<file path="src/rtl/pin_test_gen.sv">
// Board pin test pattern generator: LFSR/walking/checkerboard patterns, a free-running divided
// clock, and a two-flop-synchronised loopback checker with a saturating error counter.
module pin_test_gen #(
  parameter int unsigned      WIDTH    = 54,
  parameter logic [WIDTH-1:0] TAPS     = 54'h30_0000_0003_0000,
  parameter int unsigned      CLK_DIV  = 4,
  parameter int unsigned      STEP_DIV = 1,
  parameter int unsigned      LB_BIT   = 0
) (
  input  logic             fclk,
  input  logic             rst,
  input  logic             en,
  input  logic [1:0]       mode,
  input  logic             chk_en,
  input  logic             lb_in,
  output logic [WIDTH-1:0] pat_out,
  output logic             ck_out,
  output logic             step,
  output logic [15:0]      err_cnt,
  output logic             err
);

  localparam logic [1:0] ModeLfsr  = 2'b00;
  localparam logic [1:0] ModeWalk1 = 2'b01;
  localparam logic [1:0] ModeWalk0 = 2'b10;

  localparam int unsigned CkMax = CLK_DIV / 2 - 1;
  localparam int unsigned CkW   = (CkMax > 0) ? $clog2(CkMax + 1) : 1;
  localparam int unsigned PsMax = STEP_DIV - 1;
  localparam int unsigned PsW   = (PsMax > 0) ? $clog2(PsMax + 1) : 1;

  function automatic logic [WIDTH-1:0] seed_of(input logic [1:0] m);
    logic [WIDTH-1:0] s;
    s = '0;
    case (m)
      ModeLfsr:  s = '0;
      ModeWalk1: s = WIDTH'(1);
      ModeWalk0: s = ~WIDTH'(1);
      default: begin
        for (int i = 0; i < WIDTH; i++) s[i] = (i % 2 == 0);
      end
    endcase
    return s;
  endfunction

  logic [1:0]       mode_q;
  logic [PsW-1:0]   psc_q;
  logic [CkW-1:0]   ck_div_q;
  logic [WIDTH-1:0] pat_nxt;
  logic             reload;
  logic             psc_wrap;

  assign reload   = (mode != mode_q);
  assign psc_wrap = (psc_q == PsW'(PsMax));
  assign step     = en & psc_wrap & ~reload & ~rst;

  always_comb begin
    pat_nxt = pat_out;
    case (mode_q)
      ModeLfsr:             pat_nxt = {pat_out[WIDTH-2:0], ~^(pat_out & TAPS)};
      ModeWalk1, ModeWalk0: pat_nxt = {pat_out[WIDTH-2:0], pat_out[WIDTH-1]};
      default:              pat_nxt = ~pat_out;
    endcase
  end

  // Divided clock runs regardless of en/mode so the peripheral never sees a glitch.
  always_ff @(posedge fclk) begin
    if (rst) begin
      ck_div_q <= '0;
      ck_out   <= 1'b0;
    end else if (ck_div_q == CkW'(CkMax)) begin
      ck_div_q <= '0;
      ck_out   <= ~ck_out;
    end else begin
      ck_div_q <= ck_div_q + CkW'(1);
    end
  end

  always_ff @(posedge fclk) begin
    if (rst) begin
      mode_q  <= mode;
      pat_out <= seed_of(mode);
      psc_q   <= '0;
    end else begin
      mode_q <= mode;
      if (reload) begin
        pat_out <= seed_of(mode);
        psc_q   <= '0;
      end else if (en) begin
        if (psc_wrap) begin
          psc_q   <= '0;
          pat_out <= pat_nxt;
        end else begin
          psc_q <= psc_q + PsW'(1);
        end
      end
    end
  end

  logic       lb_meta_q, lb_sync_q;
  logic       exp_d1_q, exp_d2_q;
  logic [1:0] vld_q;
  logic       chk_en_q;
  logic       chk_rise;
  logic       hit;

  assign chk_rise = chk_en & ~chk_en_q;
  assign hit      = chk_en & (vld_q == 2'd2) & (lb_sync_q != exp_d2_q);

  // Expected bit is delayed to line up with the two-flop synchroniser on lb_in.
  always_ff @(posedge fclk) begin
    if (rst) begin
      lb_meta_q <= 1'b0;
      lb_sync_q <= 1'b0;
      exp_d1_q  <= 1'b0;
      exp_d2_q  <= 1'b0;
      vld_q     <= 2'd0;
      chk_en_q  <= 1'b0;
      err_cnt   <= 16'h0000;
      err       <= 1'b0;
    end else begin
      lb_meta_q <= lb_in;
      lb_sync_q <= lb_meta_q;
      exp_d1_q  <= pat_out[LB_BIT];
      exp_d2_q  <= exp_d1_q;
      chk_en_q  <= chk_en;
      if (reload)              vld_q <= 2'd0;
      else if (vld_q != 2'd2)  vld_q <= vld_q + 2'd1;
      if (chk_rise) begin
        err_cnt <= 16'h0000;
        err     <= 1'b0;
      end else if (hit) begin
        if (err_cnt != 16'hFFFF) err_cnt <= err_cnt + 16'd1;
        err <= 1'b1;
      end
    end
  end

endmodule

</file>
<file path="config.mk">
export PLATFORM = sky130hd
export DESIGN_NAME = pin_test_gen
export DESIGN_NICKNAME = d
export VERILOG_FILES = /design/src/rtl/pin_test_gen.sv
export SDC_FILE = /design/constraint.sdc
export NUM_CORES = 1
export LEC_CHECK = 0
export CAP_MARGIN = 10
export CORE_ASPECT_RATIO = 0.5
export CORE_MARGIN = 2
export CORE_UTILIZATION = 45
export DETAILED_ROUTE_END_ITERATION = 12
export PLACE_DENSITY = 0.74
export RECOVER_POWER = 25
export SLEW_MARGIN = 20
export SYNTH_ARGS = -nofsm -noshare
export SYNTH_HDL_FRONTEND = slang
export SYNTH_SLANG_ARGS = --single-unit
export TNS_END_PERCENT = 20
</file>
<file path="constraint.sdc">
create_clock -name fclk -period 2.7 [get_ports fclk]
set_input_delay 0.81 -clock fclk [delete_from_list [all_inputs] [get_ports fclk]]
set_output_delay 0.81 -clock fclk [all_outputs]
set_load 0.1 [all_outputs]
</file>
# Word level (Yosys, flattened, before mapping)
# Cells that the tools add are included.
totals:
  wordCells: 56
  reg_bits: 83
  in_bits: 7
  output_inout_bits: 73
classes:
  eq_ne: 10
  addsub: 4
  muxes: 7
  reduce_logical: 10
  bitwise_logic: 12
op_table:
  columns: ["op", "n"]
  rows:
  - ["$mux W54", 4]
  - ["$pmux W54 S3", 1]
  - ["$pmux W54 S2", 1]
  - ["$not A54 Y54", 1]
  - ["$reduce_xnor A54 Y1", 1]
  - ["$add A16 B1 Y16 const B", 1]
  - ["$ne A16 B16 Y1 const B", 1]
  - ["$reduce_or A2 Y1", 4]
  - ["$and A1 B1 Y1", 6]
  - ["$eq A2 B2 Y1 const B", 3]
  - ["$not A1 Y1", 5]
  - ["$eq A2 B1 Y1 const B", 2]
  - ["$logic_not A2 Y1", 2]
  - ["$reduce_and A2 Y1", 2]
  - ["$ne A3 B2 Y1 const B", 1]
  - ["$reduce_bool A3 Y1", 1]
  - ["$add A1 B1 Y1 const B", 2]
  - ["$add A2 B1 Y2 const B", 1]
  - ["$ne A2 B2 Y1", 1]
  - ["$ne A2 B2 Y1 const B", 1]
  - ["$mux W1", 1]
  - ["$ne A1 B1 Y1", 1]

# Logic depth before layout (Yosys ltp)
# Gate-level depths: netlist (run 1).
logic_depth:
  depth_word: 7
  mapped_depth: 7

# Worst setup path after synthesis (run 1)
# No wires, ideal clock.
synth_path:
  path_type: "input-to-reg"
  startpoint: "input rst"
  endpoint: "register pat_out[0] (enable)"
  cell_stages: 3
  setup_slack_ns: -0.179
  t_arrival_ns: 2.458
  setup_ns: 0.421
  path_buffers: 1
  required_ns: 2.279
  cell_sequence: "clkbuf_1 -> nor3_1 -> nand2b_1"
synth_via:
  elab_chain_len: 2
  word_cells_on_any_way: 3
synth_rtl:
  columns: ["item", "line", "text"]
  rows:
  - ["from (decl)", "11", "input logic rst,"]
  - ["$ne A3 B2 Y1 (no line) / $reduce_bool A3 Y1 (equally long branches)", null, null]
  - ["$reduce_and A2 Y1 (no line) (*)", null, null]
  - ["to (signal assigned)", "82", "pat_out <= seed_of(mode);"]
  - ["to (signal assigned)", "87", "pat_out <= seed_of(mode);"]
  - ["to (signal assigned)", "92", "pat_out <= pat_nxt;"]
  - ["to (decl)", "16", "output logic [WIDTH-1:0] pat_out,"]
# Every way passes the cells marked *; elsewhere a longest branch is shown, timed or not.
# A chain may end at the register's enable or synchronous reset.

# Worst setup path after layout (run 1)
layout_path:
  startpoint: "input mode[1]"
  endpoint: "output step"
layout_via:
  elab_chain_len: 4
layout_rtl:
  columns: ["item", "line", "text"]
  rows:
  - ["from (decl)", "13", "input logic [1:0] mode,"]
  - ["$ne A2 B2 Y1", "53", "assign reload = (mode != mode_q);"]
  - ["$not A1 Y1", "55", "assign step = en & psc_wrap & ~reload & ~rst;"]
  - ["$and A1 B1 Y1 (2 in series)", "55", null]
  - ["to (decl)", "18", "output logic step,"]
# No other way between the ends.

==> flow_metrics.tcl, run 1 <==
set metrics [dict create \
    leakagePower_nw 2.06 \
    synth-warning-count 0 \
    start_util_pct 45.7 \
    fillCellCount 796 \
    fin_util_pct 58.4 \
    max_freq_mhz 385 \
    grt_first_pass_wirelength_um 15000 \
    clock_latency_ns 0.33 \
    firstDrtPassIters 4 \
    syn_inst 390 \
    outcome "finished, final reports clean" \
    path_clk_slew_ns 0.06 \
    dp_hpwl_um 5830 \
    seqCellArea_mm2 0.00218 \
    die_h_um 70.1 \
    instances_no_fill 600 \
    grt_pass1_vias 3019 \
    grt-ovfl-total 0 \
    worstPathArrival_ns 1.78 \
    hp-class "flip-flop to flip-flop" \
    power_frac_seq_pct 39.4 \
    worst-path-max-fanout 2 \
    areaGrowthSynthToFinish_pct 27.8 \
    p_sw_w 0.00148 \
    period_needed_ns 2.59 \
    p_per_area_mw_per_mm2 790 \
    routedWlPerCell_um 15.1 \
    drt-initial-drc-count 249 \
    synth.distinct_cells 34 \
    ctsRootBufferMaster "clkbuf_16" \
    dieArea_mm2 0.00954 \
    finalNetCount 489 \
    synth_edf_count 54 \
    rrSetupSlack_ns 0.79 \
    rows 24 \
    rsz0062_at_grt "no" \
    cp_data_required_time_ns 1.89 \
    p_sw_share_pct 37.4 \
    startpoint_type "input port" \
    syn_avg_cell_area_um2 10.1 \
    drive_gt1_share_pct 22.4 \
    power_frac_clock_pct 32.0 \
    crit_type "input port to primary output" \
    async_flop_share_pct 0 \
    p_int_w 0.00248 \
    drv_cap 0 \
    synth_fp_nets 401 \
    cp-end-kind "primary output" \
    clockBufferDepth 2 \
    worst_slew_pin_slew_ns 1.20 \
    combPwrFrac_pct 28.6 \
    via_count 3289 \
    antenna_found_initial 0 \
    cts_buffers 9 \
    dp.cells 582 \
    viasPerCell 5.48 \
    io-pin-count 80 \
    drc 0 \
    relSlewSlack_pct 20.6 \
    diodes 0 \
    synth_seq_cells 82 \
    finalSetupViolCount 0 \
    cts_tree "built" \
    fp.coreArea_mm2 0.00859 \
    syn_area_mm2 0.00393 \
    maxSlewViolCount 0 \
    finalCritPeriodShare_pct 96.1 \
    routed_wl_um 9050 \
    finClkSkew_ns 0.00623 \
    placed_area_mm2 0.00481 \
    fp.dieW_um 136 \
    ctsHtreeMaxLevel 3 \
    ys.flop_type "edfxtp_1" \
    multi_input_area_mm2 0.00156 \
    grt_start_max_net_pins 56 \
    cts.sinks 82 \
    track_usage_pct 20.0 \
    routabilityCongestion 0.831 \
    yosysSeqAreaShare_pct 55.5 \
    final_cell_area_mm2 0.00502 \
    io_buffer_count 79 \
    ant_nets 0 \
    ir_drop_mv 0.371 \
    final_hold_viol_count 0 \
]
## synth_stat cells, types with 5 or more instances
master / n / area, µm²
edfxtp_1: 54 / 1620
a21oi_1: 40 / 200
nor2_1: 36 / 135
nor2b_1: 32 / 200
inv_1: 31 / 116
o21ai_0: 31 / 155
dfxtp_1: 28 / 561
a221oi_1: 26 / 228
clkbuf_1: 21 / 78.8
nand2_1: 9 / 33.8
o31ai_1: 7 / 52.6
nand3_1: 6 / 30.0
o211ai_1: 6 / 45.0
or3_1: 6 / 37.5
nand4_1: 5 / 31.3
nor3_1: 5 / 25.0
or4_1: 5 / 37.5
xnor2_1: 5 / 43.8
## layout make-up
type,count,share of cell area (%)
clock inverter,3,1.27
inverter,31,2.32
tap,117,2.92
multi-input combinational,252,31.0
sequential,82,43.5
clock buffer,13,4.79
timing repair buffer,102,14.2
## power by group through the flow
stage | Combinational [W] | Sequential, W | Clock, W
floorplan | 0.000217 | 0.00228 | 0
global placement | 0.00117 | 0.00159 | 0
detailed placement | 0.00118 | 0.00159 | 0
CTS | 0.00118 | 0.00156 | 0.00129
global route | 0.00119 | 0.00158 | 0.00135
finish | 0.00113 | 0.00156 | 0.00127
## cell families (layout without fill, tap and decap cells)
group | count (synthesis) | count (layout) | synth area share [%]
simple gates | 118 | 118 | 16.1
xor+xnor | 9 | 9 | 2.01
buf+inv | 56 | 149 | 5.41
fa+ha+maj | 4 | 4 | 1.27
compound gates | 121 | 121 | 19.7
flops | 82 | 82 | 55.5
## state kept, by name (all words and copies together) (netlist names)
signal,cells
ck_out,1
pat_out,54
lb_sync_q,1
lb_meta_q,1
ck_div_q,1
exp_d2_q,1
chk_en_q,1
err_cnt,16
exp_d1_q,1
mode_q,2
vld_q,2
err,1
## path summary, 6_finish.rpt
path	from	end	depth (start not counted)
worst max register to register	mode_q[1]$_DFF_P_	pat_out[42]$_DFFE_PP_	5
worst min-delay path	ck_div_q$_SDFF_PP0_	ck_div_q$_SDFF_PP0_	1
worst min register to register	ck_div_q$_SDFF_PP0_	ck_div_q$_SDFF_PP0_	1
worst max-delay path	mode[1]	step	5
## through the flow
stage	total power [W]	setup WS (ns)	hold WS, ns	setup TNS [ns]
finish	0.00396	0.105	0.431	0
global route	0.00411	0.0385	0.451	0
global placement	0.00275	-0.118	0.422	-0.118
detailed placement	0.00276	-0.150	0.425	-0.422
CTS	0.00403	0.00106	0.437	0
floorplan	0.00250	-0.179	0.413	-9.82
## worst max-delay path: stages
cell,delay (ns)
dlygate4sd2_1,0.25
xor2_1,0.16
nor3_2,0.22
and2_4,0.18
buf_12,0.16
## per-layer routing
metal | wire length, µm | vias up | track usage [%] | part of all wire, %
met3 | 487 | 11 | 5.52 | 5.4
met4 | 138 | 0 | 7.06 | 1.5
li1 | - | 1616 | - | -
met2 | 4330 | 86 | 31.0 | 48
met1 | 4090 | 1576 | 26.9 | 45
met5 | 0 | - | 0 | 0
## layout by cell type (no fill, tap or decap), types with 4 or more instances in the layout
cell and count:
nand2_1 9, edfxtp_1 54, nand4_1 5, clkbuf_16 9, o31ai_1 7, nand3_1 6, o211ai_1 6, inv_1 31
clkbuf_2 37, nor2b_1 32, or3_1 5, buf_4 47, buf_12 4, o21ai_0 31, or4_1 5, nor2_1 34
a221oi_1 26, clkbuf_1 11, clkdlybuf4s50_1 4, a21oi_1 40, xor2_1 4, xnor2_1 5, dfxtp_1 28, nor3_1 4
## what timing repair did
item	CTS	global route
pin swaps	4	2
setup endpoints to repair	1	1
buffers inserted	1	1
hold buffers	0	0
gates resized for setup	3	1
No activity file was read; power rests on OpenSTA's default activity.
==> run 2, diff against run 1 <==
Settings changed: GPL_TIMING_DRIVEN set to 0.
==> flow_metrics.tcl, run 2 (same netlist as run 1, synthesis figures left out) <==
set metrics [dict create \
    ctsRootBufferMaster "clkbuf_16" \
    areaGrowthSynthToFinish_pct 34.5 \
    path_clk_slew_ns 0.06 \
    drt-initial-drc-count 290 \
    slowest_delay_ns 1.15 \
    period_needed_ns 2.67 \
    grt-ovfl-total 0 \
    fin_util_pct 61.5 \
    finalPower_w 0.00408 \
    fp.dieW_um 136 \
    cp-end-kind "primary output" \
    slowest_stage "clkdlybuf4s50_1" \
    drv_cap 0 \
    p_per_area_mw_per_mm2 771 \
    leakagePower_nw 2.41 \
    startpoint_type "flip-flop" \
    tns_ns 0 \
    fp.coreArea_mm2 0.00859 \
    crit_type "flip-flop to primary output" \
    worst_slew_pin_slew_ns 0.995 \
    path_buf_inv 1 \
    finalNetCount 492 \
    mostFrequentLayoutCell "edfxtp_1" \
    cts_tree "built" \
    rows 24 \
    reg_top3 "pat_out (54), err_cnt (16)" \
    io_buffer_count 79 \
    clock_latency_ns 0.33 \
    start_util_pct 45.7 \
    maxSlewViolCount 0 \
    ir_drop_mv 0.384 \
    largest_register_ffs 54 \
    grt_first_pass_wirelength_um 15500 \
    drive_gt1_share_pct 5.76 \
    io-pin-count 80 \
    finalSetupViolCount 0 \
    finalCritPeriodShare_pct 99.0 \
    crit_chain "clkdlybuf4s50_1" \
    final_cell_mix "edfxtp_1, a21oi_1, nor2_1, dlygate4sd2_1, nor2b_1" \
    routed_wl_um 9700 \
    diodes 0 \
    ctsHtreeMaxLevel 3 \
    cp_top_family "buffers and inverters" \
    grt_pass1_vias 3045 \
    hp-class "flip-flop to flip-flop" \
    firstDrtPassIters 5 \
    drc 0 \
    die_h_um 70.1 \
    clockBufferDepth 2 \
    via_count 3375 \
    finClkSkew_ns 0.00587 \
    dieArea_mm2 0.00954 \
    relSlewSlack_pct 33.5 \
    routabilityCongestion 0.839 \
    regMostFlops "pat_out" \
    cts_buffers 9 \
    cp_data_required_time_ns 1.89 \
    outcome "finished, final reports clean" \
    max_freq_mhz 374 \
    worst-path-max-fanout 3 \
    final_hold_viol_count 0 \
    track_usage_pct 20.7 \
    viasPerCell 5.60 \
    ant_nets 0 \
    dp_hpwl_um 6300 \
    worstPathArrival_ns 1.86 \
    grt_start_max_net_pins 55 \
    antenna_found_initial 0 \
    cts.sinks 82 \
    routedWlPerCell_um 16.1 \
]
[run 2: cell count changes in the layout (fill, tap and decap cells not counted), sizes merged]
| cell | delta |
|---|---|
| clkbuf | -21 |
| clkinvlp | +1 |
| bufinv | -1 |
| dlygate4sd2 | +34 |
| buf | -48 |
| dlygate4sd3 | +2 |
| clkdlybuf4s50 | +7 |
| dlymetal6s2s | +29 |
[run 2: worst paths after layout]
path	to	slack [ns]	cells after the start	from
worst min-delay path	exp_d2_q$_SDFF_PP0_	0.45	1	exp_d1_q$_SDFF_PP0_
worst max register to register	pat_out[53]$_DFFE_PP_	0.50	7	mode_q[1]$_DFF_P_
worst max-delay path	pat_out[34]	0.03	1	pat_out[34]$_DFFE_PP_
worst min register to register	exp_d2_q$_SDFF_PP0_	0.45	1	exp_d1_q$_SDFF_PP0_
[run 2: layer usage]
metal / part of all wire (%) / global-route usage (%) / up-vias / routed length, µm
met5: 0 / 0 / - / 0
met4: 1.1 / 5.44 / 0 / 105
met3: 6.7 / 5.59 / 11 / 648
met2: 48 / 32.4 / 125 / 4670
met1: 44 / 28.6 / 1618 / 4280
li1: - / - / 1621 / -
[run 2: metrics by stage]
| stage | hold WS (ns) | setup WS [ns] | instance area (µm²) | cells |
|---|---|---|---|---|
| after floorplan | 0.413 | -0.179 | 3930 | 390 |
| after global placement | 0.422 | -1.40 | 4870 | 586 |
| after detailed placement | 0.428 | -1.43 | 4870 | 586 |
| after CTS | 0.438 | 0.000309 | 5220 | 603 |
| after global routing | 0.460 | -0.0127 | 5290 | 603 |
| final | 0.449 | 0.0277 | 5290 | 603 |
[run 2: final cells by class]
type | count | area, µm²
fillers | 748 | 3300
flip-flops and latches | 82 | 2180
multi-input cells | 252 | 1560
repair buffers | 80 | 836
clock buffers | 13 | 293
well taps | 117 | 146
inverters | 31 | 116
plain buffers | 25 | 111
clock inverters | 3 | 42.5
[run 2: report_power, final]
| group | internal, W | switching (W) |
|---|---|---|
| registers | 0.00147 | 0.0000914 |
| logic | 0.000236 | 0.000938 |
| clock network | 0.000853 | 0.000490 |
| total | 0.00256 | 0.00152 |
[run 2: timing repair]
action	in CTS	in global routing
buffers inserted	1	0
pin swaps	1	0
hold buffers	0	0
gates resized for setup	52	36
setup endpoints to repair	73	60
==> run 3, diff against run 2 <==
Settings changed: CORE_ASPECT_RATIO 0.5 to 0.8, SKIP_LAST_GASP set to 1, TNS_END_PERCENT 20 to unset.
==> flow_metrics.tcl, run 3 (same netlist as run 1, synthesis figures left out) <==
set metrics [dict create \
    p_per_area_mw_per_mm2 712 \
    grt_pass1_vias 3240 \
    met2_usage_pct 33.2 \
    rows 30 \
    worst-path-max-fanout 4 \
    pre_cts_ws_ns -1.44 \
    leakagePower_nw 2.13 \
    cts.sinks 82 \
    via_count 3452 \
    path_clk_slew_ns 0.08 \
    final_cell_mix "dlygate4sd2_1, edfxtp_1, a21oi_1, nor2_1, nor2b_1" \
    grt_first_pass_wirelength_um 16300 \
    finalCritPeriodShare_pct 99.6 \
    grt-ovfl-total 0 \
    viasPerCell 5.76 \
    start_util_pct 46.3 \
    rrSetupSlack_ns 0.41 \
    hp-class "flip-flop to flip-flop" \
    routedWlPerCell_um 17.1 \
    startpoint_type "input port" \
    drc 0 \
    cts_buffers 9 \
    cp-end-kind "primary output" \
    crit_type "input port to primary output" \
    slowest_stage "dlygate4sd2_1" \
    finalSetupViolCount 0 \
    io_buffer_count 79 \
    tns_ns 0 \
    relSlewSlack_pct 32.9 \
    use_met3_pct 5.58 \
    fp.dieW_um 108 \
    ctsHoldBuffers 0 \
    drt-initial-drc-count 306 \
    drv_cap 0 \
    grt_start_max_net_pins 55 \
    fp.coreArea_mm2 0.00848 \
    reg_top3 "pat_out (54), err_cnt (16)" \
    ctsRootBufferMaster "clkbuf_8" \
    regToRegEndpoint "err_cnt[7]$_SDFFE_PP0P_" \
    drive_gt1_share_pct 6.16 \
    ctsHtreeMaxLevel 3 \
    finClkSkew_ns 0.0105 \
    outcome "finished, final reports clean" \
    maxSlewViolCount 0 \
    grt.met1_usage_pct 32.6 \
    dieArea_mm2 0.00950 \
    largest_register_ffs 54 \
    cp_data_required_time_ns 1.89 \
    worst_slew_pin_slew_ns 1.01 \
    finalNetCount 493 \
    ant_nets 0 \
    path_buf_inv 2 \
    final_hold_viol_count 0 \
    period_needed_ns 2.69 \
    routabilityCongestion 0.888 \
    max_freq_mhz 372 \
    track_usage_pct 22.1 \
    fin_ws_ns 0.00970 \
    hold_end "ck_div_q$_SDFF_PP0_" \
    areaGrowthSynthToFinish_pct 28.4 \
    die_h_um 87.6 \
    r2r-start "err_cnt[1]$_SDFFE_PP0P_" \
    hold_depth 1 \
    mostFrequentLayoutCell "dlygate4sd2_1" \
    ir_drop_mv 0.496 \
    regMostFlops "pat_out" \
    diodes 0 \
    cp-startpoint "mode[0]" \
    rsz0062_at_grt "yes" \
    cts_tree "built" \
    globalRoute.busiestLayer "met2" \
    io-pin-count 80 \
    slowest_delay_ns 0.30 \
    crit_chain "dlygate4sd2_1 > xor2_2 > nor3_4 > and2_2 > buf_12" \
    hp-start "ck_div_q$_SDFF_PP0_" \
    clockBufferDepth 2 \
    firstDrtPassIters 5 \
    routed_wl_um 10200 \
    rr_worst_depth 6 \
    dp_hpwl_um 6770 \
    cp_top_family "buffers and inverters" \
    worstPathArrival_ns 1.88 \
    antenna_found_initial 0 \
    clock_latency_ns 0.36 \
]
run 3: cell count changes in the layout (fill, tap and decap cells not counted), sizes merged, moves of 4 or more:
cell,before,now
clkbuf,37,33
clkdlybuf4s50,11,3
clkinv,1,5
dlygate4sd2,35,68
dlymetal6s2s,30,5
run 3: report_power, final:
group	total (W)	internal [W]	leakage [nW]	switching (W)
registers	0.00156	0.00147	0.817	0.0000906
logic	0.00115	0.000201	1.21	0.000948
clock network	0.000886	0.000425	0.0968	0.000461
total	0.00359	0.00209	2.13	0.00150
run 3: timing repair:
action,4_1_cts,5_1_grt
endpoints found under the hold margin,0,0
gates resized for setup,84,14
pin swaps,1,0
setup buffers,2,0
setup endpoints to repair,99,38
run 3: worst register-to-register path, delay by kind of cell, from the launching register on:
family,cells,cell delay [ns]
and+or+nand+nor,2,0.98
DFF,1,0.39
buffers and inverters,1,0.34
AOI/OAI and AO/OA,2,0.26
adders and majority gates,1,0.23
run 3: how the worst max path moves through the flow:
stage | endpoint | slack (ns) | cells after the start
2_1_floorplan | pat_out[0]$_DFFE_PP_ | -0.18 | 3
3_3_place_gp | pat_out[23]$_DFFE_PP_ | -1.41 | 4
3_5_place_dp | step | -1.44 | 5
4_1_cts | step | -0.08 | 5
5_1_grt | step | -0.03 | 5
6_report | step | 0.01 | 5
run 3: through the flow:
step / std cells / hold WS (ns) / area (µm²) / utilization [%] / power [W]
after detailed placement: 581 / 0.429 / 4870 / 57.4 / 0.00279
after CTS: 599 / 0.441 / 5040 / 59.4 / 0.00361
final: 599 / 0.439 / 5040 / 59.5 / 0.00359
after global placement: 581 / 0.421 / 4860 / 57.3 / 0.00277
after floorplan: 390 / 0.413 / 3930 / - / 0.00250
after global routing: 599 / 0.462 / 5040 / 59.5 / 0.00372
run 3: area by class of cell:
class	instances	area, µm²
Buffer	25	103
Clock buffer	9	124
Tap cell	112	140
Inverter	31	116
Sequential cell	82	2180
Clock inverter	7	70.1
Fill cell	769	3440
Multi-Input combinational cell	252	1570
Timing Repair Buffer	81	739
run 3: per-layer routing:
| metal | vias up | part of all wire [%] |
|---|---|---|
| met5 | - | 0 |
| met4 | 0 | 0.69 |
| met3 | 6 | 7.7 |
| met2 | 149 | 46 |
| met1 | 1671 | 46 |
| li1 | 1626 | - |
